**src/rtl/midi_note_decoder.sv**
```systemverilog
`default_nettype none
// ============================================================================
// Module   : midi_note_decoder
// Brief    : Parses a received MIDI byte stream into Note On/Off events
//            (note/note_ready) for the polyphony dispatcher. All other
//            message types are consumed and discarded.
// Config   : define MIDI_RUNNING_STATUS_EN to honour running status across
//            events; otherwise running status is dropped after each event.
// Revision : 1.0 - initial release
// ============================================================================

package MIDI;
  typedef enum logic {
    NOTE_OFF = 1'b0,
    NOTE_ON  = 1'b1
  } note_status_t;

  typedef struct packed {
    note_status_t status;
    logic [6:0]   key;
    logic [6:0]   velocity;
  } note_change_t;
endpackage

module midi_note_decoder #(
  parameter int unsigned CHANNEL = 0,
  parameter bit          OMNI    = 1'b0
) (
  input  logic               clock_50_000_000,
  input  logic               reset,
  input  logic [7:0]         midi_byte,
  input  logic               midi_byte_ready,
  output MIDI::note_change_t note,
  output logic               note_ready,
  output logic               protocol_error
);

  localparam logic [3:0] CHAN = CHANNEL[3:0];

  typedef enum logic [1:0] {
    IDLE     = 2'd0,
    WAIT_KEY = 2'd1,
    WAIT_VEL = 2'd2,
    SKIP     = 2'd3
  } state_t;

  state_t             state_q, state_d;
  logic [6:0]         key_q, key_d;
  logic               rs_valid_q, rs_valid_d;
  MIDI::note_status_t rs_kind_q, rs_kind_d;
  MIDI::note_change_t note_q, note_d;
  logic               note_ready_q, note_ready_d;
  logic               perr_q, perr_d;

  logic is_realtime;
  logic is_note_status;
  logic chan_ok;
  logic mid_message;

  // Byte classification.
  assign is_realtime    = (midi_byte[7:3] == 5'b11111);
  assign is_note_status = (midi_byte[7:5] == 3'b100);
  assign chan_ok        = OMNI || (midi_byte[3:0] == CHAN);
  assign mid_message    = (state_q == WAIT_KEY) || (state_q == WAIT_VEL);

  // Next-state and event computation for one received byte.
  always_comb begin
    state_d      = state_q;
    key_d        = key_q;
    rs_valid_d   = rs_valid_q;
    rs_kind_d    = rs_kind_q;
    note_d       = note_q;
    note_ready_d = 1'b0;
    perr_d       = 1'b0;

    if (midi_byte_ready && !is_realtime) begin
      if (midi_byte[7]) begin
        // Any status byte aborts a partially received note message.
        perr_d = mid_message;
        if (is_note_status && chan_ok) begin
          rs_valid_d = 1'b1;
          rs_kind_d  = midi_byte[4] ? MIDI::NOTE_ON : MIDI::NOTE_OFF;
          state_d    = WAIT_KEY;
        end else begin
          rs_valid_d = 1'b0;
          state_d    = SKIP;
        end
      end else begin
        case (state_q)
          WAIT_KEY: begin
            key_d   = midi_byte[6:0];
            state_d = WAIT_VEL;
          end
          WAIT_VEL: begin
            // Note On with zero velocity is reported as a Note Off.
            note_d.status   = ((rs_kind_q == MIDI::NOTE_ON) && (midi_byte[6:0] != 7'd0))
                              ? MIDI::NOTE_ON : MIDI::NOTE_OFF;
            note_d.key      = key_q;
            note_d.velocity = midi_byte[6:0];
            note_ready_d    = 1'b1;
            state_d         = IDLE;
`ifndef MIDI_RUNNING_STATUS_EN
            rs_valid_d      = 1'b0;
`endif
          end
          IDLE: begin
            // Without running status rs_valid_q is always clear here.
            if (rs_valid_q) begin
              key_d   = midi_byte[6:0];
              state_d = WAIT_VEL;
            end else begin
              perr_d  = 1'b1;
            end
          end
          default: begin
            // SKIP: data of a discarded message is dropped silently.
          end
        endcase
      end
    end
  end

  // State and registered outputs.
  always_ff @(posedge clock_50_000_000) begin
    if (reset) begin
      state_q      <= IDLE;
      key_q        <= 7'd0;
      rs_valid_q   <= 1'b0;
      rs_kind_q    <= MIDI::NOTE_OFF;
      note_q       <= '0;
      note_ready_q <= 1'b0;
      perr_q       <= 1'b0;
    end else begin
      state_q      <= state_d;
      key_q        <= key_d;
      rs_valid_q   <= rs_valid_d;
      rs_kind_q    <= rs_kind_d;
      note_q       <= note_d;
      note_ready_q <= note_ready_d;
      perr_q       <= perr_d;
    end
  end

  assign note           = note_q;
  assign note_ready     = note_ready_q;
  assign protocol_error = perr_q;

endmodule

`default_nettype wire

```
**config.mk**
```make
export PLATFORM = sky130hd
export DESIGN_NAME = midi_note_decoder
export DESIGN_NICKNAME = d
export VERILOG_FILES = /design/src/rtl/midi_note_decoder.sv
export SDC_FILE = /design/constraint.sdc
export NUM_CORES = 1
export LEC_CHECK = 0
export ABC_AREA = 1
export CAP_MARGIN = 20
export CORE_MARGIN = 2
export CORE_UTILIZATION = 46
export CTS_BUF_LIST = sky130_fd_sc_hd__clkbuf_2
export DETAILED_ROUTE_END_ITERATION = 8
export PLACE_DENSITY = 0.77
export SKIP_CTS_REPAIR_TIMING = 1
export SYNTH_ARGS = -nofsm -noshare
export SYNTH_HDL_FRONTEND = slang
export SYNTH_SLANG_ARGS = --single-unit
```
**constraint.sdc**
```tcl
create_clock -name clock_50_000_000 -period 1.5 [get_ports clock_50_000_000]
set_input_delay 0.45 -clock clock_50_000_000 [delete_from_list [all_inputs] [get_ports clock_50_000_000]]
set_output_delay 0.45 -clock clock_50_000_000 [all_outputs]
set_load 0.02 [all_outputs]
```
==> impl_metrics.yaml <==
status:
  status: "complete, no violations"
sta:
  clock.fmax_mhz: 699
  finalSetupViolCount: 0
  slew_violations: 0
  period_minus_slack_ps: 1430
  hold_violations: 0
  worst_slew_pin_slew_ps: 259
  post-route-period-util: 0.954
  slew_headroom: 0.827
  clock_skew_ps: 7.48
cts:
  cts_buffers: 3
  cts_buffer_depth: 2
  clock_sinks: 28
  cts_tree: "yes"
  root_buffer: "clkbuf_2"
  htree_levels: 1
  clkTransAtPathRegs_ps: 260
  clkLatencyLatePin_ps: 360
flow_run:
  cap_violations: 0
layout:
  layout-drive-gt1-share: 0.175
  fill_cells: 224
  layout.cells.non_filler: 248
  fin_nets: 232
  seqCellArea_um2: 563
  final_cell_mix: "30 x nor2_1, 29 x inv_1, 26 x dfxtp_1"
  area_delta_synth_final_pct: 37.6
  multiInputGateArea_um2: 562
  diodes: 0
  fin_area_mm2: 0.00175
  final_common_cell: "nor2_1"
floorplanning:
  ios: 28
  core_mm2: 0.00269
  die_y_um: 56.6
  rows: 19
  die_x_um: 56.6
  dieArea_mm2: 0.00321
  start_util: 0.474
placement:
  placed_cell_area_mm2: 0.00168
  hpwl_mm: 1.94
  io_buffers: 27
  place_inst: 243
  gp_congestion: 0.865
worst_setup_path:
  worstPathMaxFanout: 2
  ff2ff_path_depth: 9
  r2r_start: "state_q[1]"
  cp_slowest_stage_delay_ps: 390
  worstPathArrival_ps: 980
  critPathSlowestCell: "dfxtp_1"
  worstReg2RegEnd: "key_q[1]"
  cp_cell_sequence: "dlymetal6s2s_1"
  cp.buffers_inverters: 1
  endpoint_kind: "primary output"
  crit_family: "flip-flops"
  path_class: "flop to primary output"
  worstPathRequired_ps: 1050
  startpoint_type: "flop"
  regToRegSetupSlack_ps: 160
hold_path:
  hold_path_class: "flop to flop"
  holdPathStages: 2
  hold_start: "note[10]"
  hold-path-endpoint: "note[10]"
power_and_ir_drop:
  p_clk_frac: 0.279
  p_switching_w: 0.000434
  p_int_w: 0.00118
  power_density_mw_per_mm2: 923
  swShare: 0.269
  power_frac_seq: 0.501
  peakVddDrop_mv: 0.621
  power_frac_comb: 0.220
  leakagePower_nw: 0.979
synthesis:
  yosysTopAreaCell: "dfxtp_1"
  synth_area_per_cell_um2: 7.24
  syn_inst: 176
  synth_fp_nets: 190
  synthTopCellsByArea: "dfxtp_1 44%, nor2_1 8.8%, inv_1 8.5%"
  ys.warnings.count: 0
  synth_cell_type_count: 22
  yosys.area.top_type_share: 0.440
  synthesis.area_mm2: 0.00127
  synth_seq_cells: 28
  yosysSeqAreaShare: 0.440
route:
  initialDrtViolationCount: 24
  routed_wl_mm: 2.65
  routed_via_density: 4.67
  remaining_drc_errors: 0
  firstDrtPassIters: 4
  wl_per_cell_um: 10.7
  dr_total_vias: 1158
  antenna_left: 0
global_routing:
  track_usage: 0.175
  grt_antenna_before_repair: 0
  grt_pass1_vias: 1111
  grt_max_degree: 29
  grt_overflow: 0
  grt_pass1_wl_mm: 4.42
## power groups by stage
stage	clock network, W	registers (W)	logic (W)
CTS	0.000458	0.000811	0.000353
floorplan	0	0.000851	0.000179
detailed placement	0	0.000825	0.000351
global route	0.000487	0.000818	0.000396
finish	0.000451	0.000810	0.000356
global placement	0	0.000823	0.000343
## cells by family (layout without fill, tap and decap cells)
logic type	count (synthesis)	count (layout)	synth area share
flip-flops	28	28	0.440
AO/OA/AOI/OAI	33	33	0.133
adder cells (fa/ha/maj)	3	3	0.0295
AND/OR/NAND/NOR	75	75	0.275
buffers and inverters	37	78	0.123
## tightest hold or removal path: stages, from the launching register on
cell,delay (ps)
dfxtp_1,370
inv_1,50
a21oi_1,50
## cells in the mapped netlist
master    count
nand2_1      26
nor2_8        1
o21ai_2       1
ha_1          3
nand3_2       2
nor2_4        1
inv_1        29
dfxtp_1      28
buf_6         1
inv_2         2
o21ai_1       2
nand2_4       1
buf_2         2
nor3_1        1
nor2_2        2
a21oi_1      16
nor2_1       30
nand3b_1      2
buf_4         2
o21ai_0      14
clkbuf_1      1
nand3_1       9
## layer usage
metal,vias up,share of wire,track usage
met5,-,0,0
met4,0,0.0072,0.0714
met3,2,0.043,0.0323
met2,19,0.51,0.326
met1,516,0.44,0.190
li1,621,-,-
## how the worst max path moves through the flow
stage	slack (ps)	depth (start not counted)	to	start
after global placement	-250	8	key_q[4]	midi_byte[7]
after CTS	-340	1	note[4]	note[4]
after global routing	-1	1	note[11]	note[11]
final	70	1	note[11]	note[11]
after floorplan	110	9	key_q[0]	state_q[1]
after detailed placement	-300	8	key_q[5]	midi_byte[7]
## registers in the layout (all words and copies together) (netlist names)
| signal | cells |
|---|---|
| rs_valid_q | 1 |
| note_ready | 1 |
| rs_kind_q | 1 |
| state_q | 2 |
| protocol_error | 1 |
| note | 15 |
| key_q | 7 |
## cell type report
class                           instances  area share
Clock inverter                          1      0.0171
Timing Repair Buffer                   43       0.244
Sequential cell                        28       0.321
Inverter                               31      0.0664
Clock buffer                            3     0.00857
Tap cell                               31      0.0221
Multi-Input combinational cell        111       0.320
## stage by stage
stage	worst slack (ps)	TNS [ps]	hold slack (ps)	power [W]	util
after CTS	-342	-5380	464	0.00162	0.642
after detailed placement	-299	-7030	435	0.00118	0.626
after floorplan	109	0	450	0.00103	-
final	69.2	0	457	0.00162	0.653
after global placement	-250	-5870	429	0.00117	0.626
after global routing	-1.40	-1.40	472	0.00170	0.653
No activity file was read; power rests on OpenSTA's default activity.
